==> config.mk <==
export PLATFORM = sky130hd
export DESIGN_NAME = hash_lookup_flat
export DESIGN_NICKNAME = d
export VERILOG_FILES = /design/src/rtl/hash_lookup_if.sv /design/src/rtl/hash_lookup.sv /design/src/flat_wrapper.sv
export SDC_FILE = /design/constraint.sdc
export NUM_CORES = 1
export LEC_CHECK = 0
export CAP_MARGIN = 0
export CORE_AREA = 2 2 135 137
export CTS_BUF_LIST = sky130_fd_sc_hd__clkbuf_16
export CTS_CLUSTER_DIAMETER = 100
export DETAILED_ROUTE_END_ITERATION = 6
export DIE_AREA = 0 0 137 139
export PLACE_DENSITY = 0.83
export SKIP_CTS_REPAIR_TIMING = 1
export SYNTH_ARGS = -nofsm -noshare
export SYNTH_HDL_FRONTEND = slang
export SYNTH_SLANG_ARGS = --single-unit
==> constraint.sdc <==
create_clock -name clk -period 4.4 [get_ports clk]
set_input_delay 0.66 -clock clk [delete_from_list [all_inputs] [get_ports clk]]
set_output_delay 0.66 -clock clk [all_outputs]
set_load 0.02 [all_outputs]
==> src/rtl/hash_lookup_if.sv <==
// hash_lookup_if: request/response, hash-unit and table-RAM signals of the
// hash_lookup stage. slave = lookup stage view, master = surrounding view.
interface hash_lookup_if #(
  parameter int IDX_W = 8
);
  logic             req_valid_i;
  logic             req_ready_o;
  logic [63:0]      key_i;
  logic             hash_start_o;
  logic [63:0]      hash_key_o;
  logic             hash_ready_i;
  logic [31:0]      hash_val_i;
  logic             mem_rd_o;
  logic [IDX_W-1:0] mem_addr_o;
  logic [96:0]      mem_data_i;
  logic             resp_valid_o;
  logic             resp_ready_i;
  logic             resp_hit_o;
  logic [31:0]      resp_val_o;

  modport slave (
    input  req_valid_i, key_i, hash_ready_i, hash_val_i, mem_data_i, resp_ready_i,
    output req_ready_o, hash_start_o, hash_key_o, mem_rd_o, mem_addr_o,
           resp_valid_o, resp_hit_o, resp_val_o
  );

  modport master (
    output req_valid_i, key_i, hash_ready_i, hash_val_i, mem_data_i, resp_ready_i,
    input  req_ready_o, hash_start_o, hash_key_o, mem_rd_o, mem_addr_o,
           resp_valid_o, resp_hit_o, resp_val_o
  );
endinterface

==> src/rtl/hash_lookup.sv <==
// hash_lookup: exact-match lookup behind the byte-fold hash unit.
// Key -> hash -> bucket read from a synchronous table RAM -> key compare.
// Optional linear probing is enabled by defining HASH_LOOKUP_PROBE_EN.
// All strobes are registered from the next state so they line up with state_q
// and all clear together on reset.
module hash_lookup #(
  parameter int IDX_W     = 8,
  parameter int MAX_PROBE = 4
) (
  input  logic           clk,
  input  logic           rst,
  hash_lookup_if.slave   bus
);
  localparam logic [31:0] ZERO_WORD = 32'h0;

  typedef enum logic [2:0] {
    IDLE, HASH_START, HASH_WAIT, READ, MEM_WAIT, COMPARE, RESP
  } state_t;

  state_t           state_q, state_d;
  logic [63:0]      key_q, key_d;
  logic [IDX_W-1:0] idx_q, idx_d;
  logic [96:0]      entry_q, entry_d;
  logic             hit_q, hit_d;
  logic [31:0]      val_q, val_d;
  logic             req_ready_q, hash_start_q, mem_rd_q, resp_valid_q;
  logic             key_match;

`ifdef HASH_LOOKUP_PROBE_EN
  localparam int PW = $clog2(MAX_PROBE + 1);
  logic [PW-1:0] probe_q, probe_d;
`endif

  assign key_match = entry_q[96] && (entry_q[95:32] == key_q);

  // Next-state, datapath capture and probe decision
  always_comb begin
    state_d = state_q;
    key_d   = key_q;
    idx_d   = idx_q;
    entry_d = entry_q;
    hit_d   = hit_q;
    val_d   = val_q;
`ifdef HASH_LOOKUP_PROBE_EN
    probe_d = probe_q;
`endif
    case (state_q)
      IDLE: begin
        if (req_ready_q && bus.req_valid_i) begin
          key_d   = bus.key_i;
          state_d = HASH_START;
        end
      end
      HASH_START: state_d = HASH_WAIT;
      HASH_WAIT: begin
        if (bus.hash_ready_i) begin
          idx_d   = bus.hash_val_i[IDX_W-1:0];
`ifdef HASH_LOOKUP_PROBE_EN
          probe_d = '0;
`endif
          state_d = READ;
        end
      end
      READ: begin
`ifdef HASH_LOOKUP_PROBE_EN
        probe_d = probe_q + 1'b1;
`endif
        state_d = MEM_WAIT;
      end
      MEM_WAIT: begin
        // RAM output is only guaranteed this cycle; keep a copy for COMPARE
        entry_d = bus.mem_data_i;
        state_d = COMPARE;
      end
      COMPARE: begin
        hit_d   = key_match;
        val_d   = key_match ? entry_q[31:0] : ZERO_WORD;
        state_d = RESP;
`ifdef HASH_LOOKUP_PROBE_EN
        // Occupied bucket holding another key: try the next one (wraps)
        if (entry_q[96] && !key_match && (probe_q < PW'(MAX_PROBE))) begin
          hit_d   = hit_q;
          val_d   = val_q;
          idx_d   = idx_q + 1'b1;
          state_d = READ;
        end
`endif
      end
      RESP: if (bus.resp_ready_i) state_d = IDLE;
      default: state_d = IDLE;
    endcase
  end

  // State, datapath and registered strobes
  always_ff @(posedge clk) begin
    if (rst) begin
      state_q      <= IDLE;
      key_q        <= '0;
      idx_q        <= '0;
      entry_q      <= '0;
      hit_q        <= 1'b0;
      val_q        <= ZERO_WORD;
      req_ready_q  <= 1'b0;
      hash_start_q <= 1'b0;
      mem_rd_q     <= 1'b0;
      resp_valid_q <= 1'b0;
`ifdef HASH_LOOKUP_PROBE_EN
      probe_q      <= '0;
`endif
    end else begin
      state_q      <= state_d;
      key_q        <= key_d;
      idx_q        <= idx_d;
      entry_q      <= entry_d;
      hit_q        <= hit_d;
      val_q        <= val_d;
      req_ready_q  <= (state_d == IDLE);
      hash_start_q <= (state_d == HASH_START);
      mem_rd_q     <= (state_d == READ);
      resp_valid_q <= (state_d == RESP);
`ifdef HASH_LOOKUP_PROBE_EN
      probe_q      <= probe_d;
`endif
    end
  end

  assign bus.req_ready_o  = req_ready_q;
  assign bus.hash_start_o = hash_start_q;
  assign bus.hash_key_o   = key_q;
  assign bus.mem_rd_o     = mem_rd_q;
  assign bus.mem_addr_o   = idx_q;
  assign bus.resp_valid_o = resp_valid_q;
  assign bus.resp_hit_o   = hit_q;
  assign bus.resp_val_o   = val_q;
endmodule
==> src/flat_wrapper.sv <==
// flat-port wrapper written by rule: the top's interface ports become plain ports
module hash_lookup_flat 
#(
  parameter int IDX_W     = 8,
  parameter int MAX_PROBE = 4
)
  (clk, rst, bus_req_valid_i, bus_key_i, bus_hash_ready_i, bus_hash_val_i, bus_mem_data_i, bus_resp_ready_i, bus_req_ready_o, bus_hash_start_o, bus_hash_key_o, bus_mem_rd_o, bus_mem_addr_o, bus_resp_valid_o, bus_resp_hit_o, bus_resp_val_o);
  hash_lookup_if #(.IDX_W(IDX_W)) bus_i ();
  input  logic clk;
  input  logic rst;
  input wire logic [$bits(bus_i.req_valid_i)-1:0] bus_req_valid_i;
  input wire logic [$bits(bus_i.key_i)-1:0] bus_key_i;
  input wire logic [$bits(bus_i.hash_ready_i)-1:0] bus_hash_ready_i;
  input wire logic [$bits(bus_i.hash_val_i)-1:0] bus_hash_val_i;
  input wire logic [$bits(bus_i.mem_data_i)-1:0] bus_mem_data_i;
  input wire logic [$bits(bus_i.resp_ready_i)-1:0] bus_resp_ready_i;
  output wire logic [$bits(bus_i.req_ready_o)-1:0] bus_req_ready_o;
  output wire logic [$bits(bus_i.hash_start_o)-1:0] bus_hash_start_o;
  output wire logic [$bits(bus_i.hash_key_o)-1:0] bus_hash_key_o;
  output wire logic [$bits(bus_i.mem_rd_o)-1:0] bus_mem_rd_o;
  output wire logic [$bits(bus_i.mem_addr_o)-1:0] bus_mem_addr_o;
  output wire logic [$bits(bus_i.resp_valid_o)-1:0] bus_resp_valid_o;
  output wire logic [$bits(bus_i.resp_hit_o)-1:0] bus_resp_hit_o;
  output wire logic [$bits(bus_i.resp_val_o)-1:0] bus_resp_val_o;
  assign bus_i.req_valid_i = bus_req_valid_i;
  assign bus_i.key_i = bus_key_i;
  assign bus_i.hash_ready_i = bus_hash_ready_i;
  assign bus_i.hash_val_i = bus_hash_val_i;
  assign bus_i.mem_data_i = bus_mem_data_i;
  assign bus_i.resp_ready_i = bus_resp_ready_i;
  assign bus_req_ready_o = bus_i.req_ready_o;
  assign bus_hash_start_o = bus_i.hash_start_o;
  assign bus_hash_key_o = bus_i.hash_key_o;
  assign bus_mem_rd_o = bus_i.mem_rd_o;
  assign bus_mem_addr_o = bus_i.mem_addr_o;
  assign bus_resp_valid_o = bus_i.resp_valid_o;
  assign bus_resp_hit_o = bus_i.resp_hit_o;
  assign bus_resp_val_o = bus_i.resp_val_o;
  hash_lookup #(.IDX_W(IDX_W), .MAX_PROBE(MAX_PROBE)) u_core (.clk(clk), .rst(rst), .bus(bus_i));
endmodule
==> impl_metrics.py <==
metrics = {
    "outcome": {
        "outcome": "completed",
    },
    "cells_and_area": {
        "area_growth_pct": 44.08,
        "n_antenna_cell": 0,
        "final_common_cell": "nand2_1",
        "drive_gt1_share_pct": 3.810,
        "final_cell_mix": "nand2_1, clkdlybuf4s50_1, dfxtp_1, a21oi_1, xnor2_1",
        "fin_nets": 1451,
        "regArea_mm2": 0.004184,
        "multi_input_area_mm2": 0.003546,
        "nFillCells": 1463,
    },
    "place": {
        "gp_congestion": 0.8289,
        "dp_hpwl_um": 17050,
        "place.port_buffers": 282,
    },
    "cts": {
        "cts.clk_slew.worst_paths_ns": 0.06,
        "htree_levels": 1,
        "clk_latency_ns": 0.50,
        "cts_buffers": 23,
        "clockBufferDepth": 3,
        "cts_tree": "built",
        "cts_root_buffer": "clkbuf_16",
        "cts_sinks": 209,
    },
    "pwr": {
        "irDropWorstVdd_mv": 0.3164,
        "power.leakage_nw": 3.831,
        "p_per_area_mw_per_mm2": 388.5,
    },
    "timing": {
        "min_period_over_period_pct": 52.50,
        "setup_viol": 0,
        "period_needed_ns": 2.310,
        "fin_worst_skew_ns": 0.007952,
        "fin_tns_setup_ns": 0,
        "hold_viol_final": 0,
        "fmax_mhz": 432.9,
        "max_slew_margin_pct": 24.37,
        "finalMaxSlewViolations": 0,
        "worst_pin_slew_ns": 1.134,
        "fin_hold_ws_ns": 0.4425,
        "grt_setup_unrepaired": "no",
    },
    "critical_path": {
        "cp.arrival_ns": 2.73,
        "critPathLaunchType": "flop",
        "path_buf_inv": 1,
        "crit_family": "simple AND/OR/NAND/NOR gates",
        "critPathKind": "reg2reg",
        "max_stage_delay_ns": 0.66,
        "endpoint_kind": "flop",
        "worstPathCellList": "nor2_1, nand3_1, nor2_4, buf_4, nand2_1, a21oi_1",
        "cp.required_ns": 4.82,
        "cp_max_fo": 35,
        "slowest_stage": "nor2_4",
    },
    "logic_synthesis": {
        "synth_top_area_cell": "dfxtp_1",
        "syn_inst": 1007,
        "synth_nets": 1205,
        "synth.cell_area_mm2": 0.008068,
        "synth_area_leaders": "dfxtp_1, nand2_1, a21oi_1, xnor2_1, nand4_1",
        "avgSynthCellArea_um2": 8.012,
        "synth_warnings": 0,
        "synth-seq-area-share_pct": 51.86,
        "yosysTopAreaCellShare_pct": 51.86,
        "ys_seq_elements": 209,
        "yosysUniqueCellTypes": 39,
    },
    "floorplanning": {
        "start_util_pct": 45.69,
        "dieArea_mm2": 0.01904,
        "die_width_um": 137,
        "core_mm2": 0.01766,
        "pin_count": 307,
        "rows": 49,
        "die_y_um": 139,
    },
    "routing": {
        "drc_errors": 0,
        "post_drt_wl_per_cell_um": 16.87,
        "vias": 7769,
        "drt-initial-drc-count": 521,
        "dr.pass1.iters": 6,
        "viasPerCell": 5.218,
        "final_antenna_net_count": 0,
        "wl_um": 25120,
    },
    "min_path": {
        "worstHoldPathType": "reg2reg",
    },
    "grt": {
        "antenna_found_initial": 0,
        "grt_usage_pct": 25.42,
        "grt_max_degree": 113,
        "grt_pass1_wl_um": 38840,
        "overflow": 0,
        "grt_pass1_vias": 7419,
    },
    "flow_run": {
        "cap_violations": 0,
    },
}
-- cells in the mapped netlist (all sizes together) --
cell / n
and2b: 1
inv: 12
a2111oi: 1
or3: 1
clkbuf: 57
nand2b: 2
and2: 1
and3b: 1
o2bb2ai: 3
dfxtp: 209
nand2: 358
nor4: 7
buf: 14
xnor2: 49
or2: 1
a22o: 2
a21o: 2
a2111o: 1
o21ai: 35
nor2b: 4
xor2: 2
mux2i: 8
nor3: 2
o22ai: 4
nand3b: 2
o211ai: 1
a21oi: 164
nand3: 2
nor3b: 1
a221o: 1
nor2: 14
nand4: 45
-- metal layers --
| metal | global-route usage [%] | part of all wire (%) | wire length, µm | vias up |
|---|---|---|---|---|
| li1 | - | - | - | 3820 |
| met1 | 32.12 | 41 | 10330 | 3613 |
| met2 | 43.89 | 49 | 12380 | 296 |
| met3 | 5.592 | 7.7 | 1936 | 40 |
| met4 | 6.023 | 1.9 | 465 | 0 |
| met5 | 0 | 0 | 0 | - |
-- per-stage QoR --
| step | cell area (µm²) | std cells | total power, W | util, % | setup WS [ns] |
|---|---|---|---|---|---|
| 2_1_floorplan | 8068 | 1007 | 0.002431 | - | 2.583 |
| 3_3_place_gp | 10960 | 1457 | 0.002778 | 62.07 | 1.593 |
| 3_5_place_dp | 10960 | 1457 | 0.002781 | 62.07 | 1.578 |
| 4_1_cts | 11620 | 1489 | 0.004532 | 65.83 | 2.047 |
| 5_1_grt | 11620 | 1489 | 0.004658 | 65.83 | 1.777 |
| 6_report | 11620 | 1489 | 0.004516 | 65.83 | 2.090 |
-- cells by family after synthesis --
kind of cell,count (synthesis),synth area share [%]
multiplexers,8,0.9926
XOR/XNOR,51,5.537
AND/OR/NAND/NOR,442,23.05
buffers and inverters,83,4.621
flip-flops,209,51.86
AO/OA/AOI/OAI,214,13.94
-- worst min-delay path, stage by stage, from the launching register on --
cell and delay [ns]:
dfxtp_1 0.31, nand2_1 0.05, o21ai_1 0.05
-- registers in the layout, indices dropped and copies added (netlist names), 3 cells and up --
name                   count
u_core.bus.hash_key_o     64
u_core.bus.mem_addr_o      8
u_core.bus.resp_val_o     32
u_core.entry_q            97
u_core.state_q             3
-- final timing paths --
check | from | endpoint | slack [ns] | cells after the start
setup reg to reg | u_core.state_q[0] | u_core.bus.hash_key_o[33] | 2.09 | 6
setup / recovery | u_core.state_q[0] | u_core.bus.hash_key_o[33] | 2.09 | 6
hold / removal | u_core.bus.resp_val_o[27] | u_core.bus.resp_val_o[27] | 0.44 | 2
hold reg to reg | u_core.bus.resp_val_o[27] | u_core.bus.resp_val_o[27] | 0.44 | 2
-- cell type report --
cell class	count	share of cell area, %
inverters	12	0.3875
repair buffers	292	24.94
well taps	229	2.465
multi-input cells	715	30.51
clock inverters	9	0.7535
flip-flops and latches	209	36.00
clock buffers	23	4.952
-- power by group --
part | switching (W) | internal (W)
Combinational | 0.000413 | 0.000325
Sequential | 0.0000586 | 0.00195
Clock | 0.000723 | 0.00105
Power figures use the tool's default switching activity.
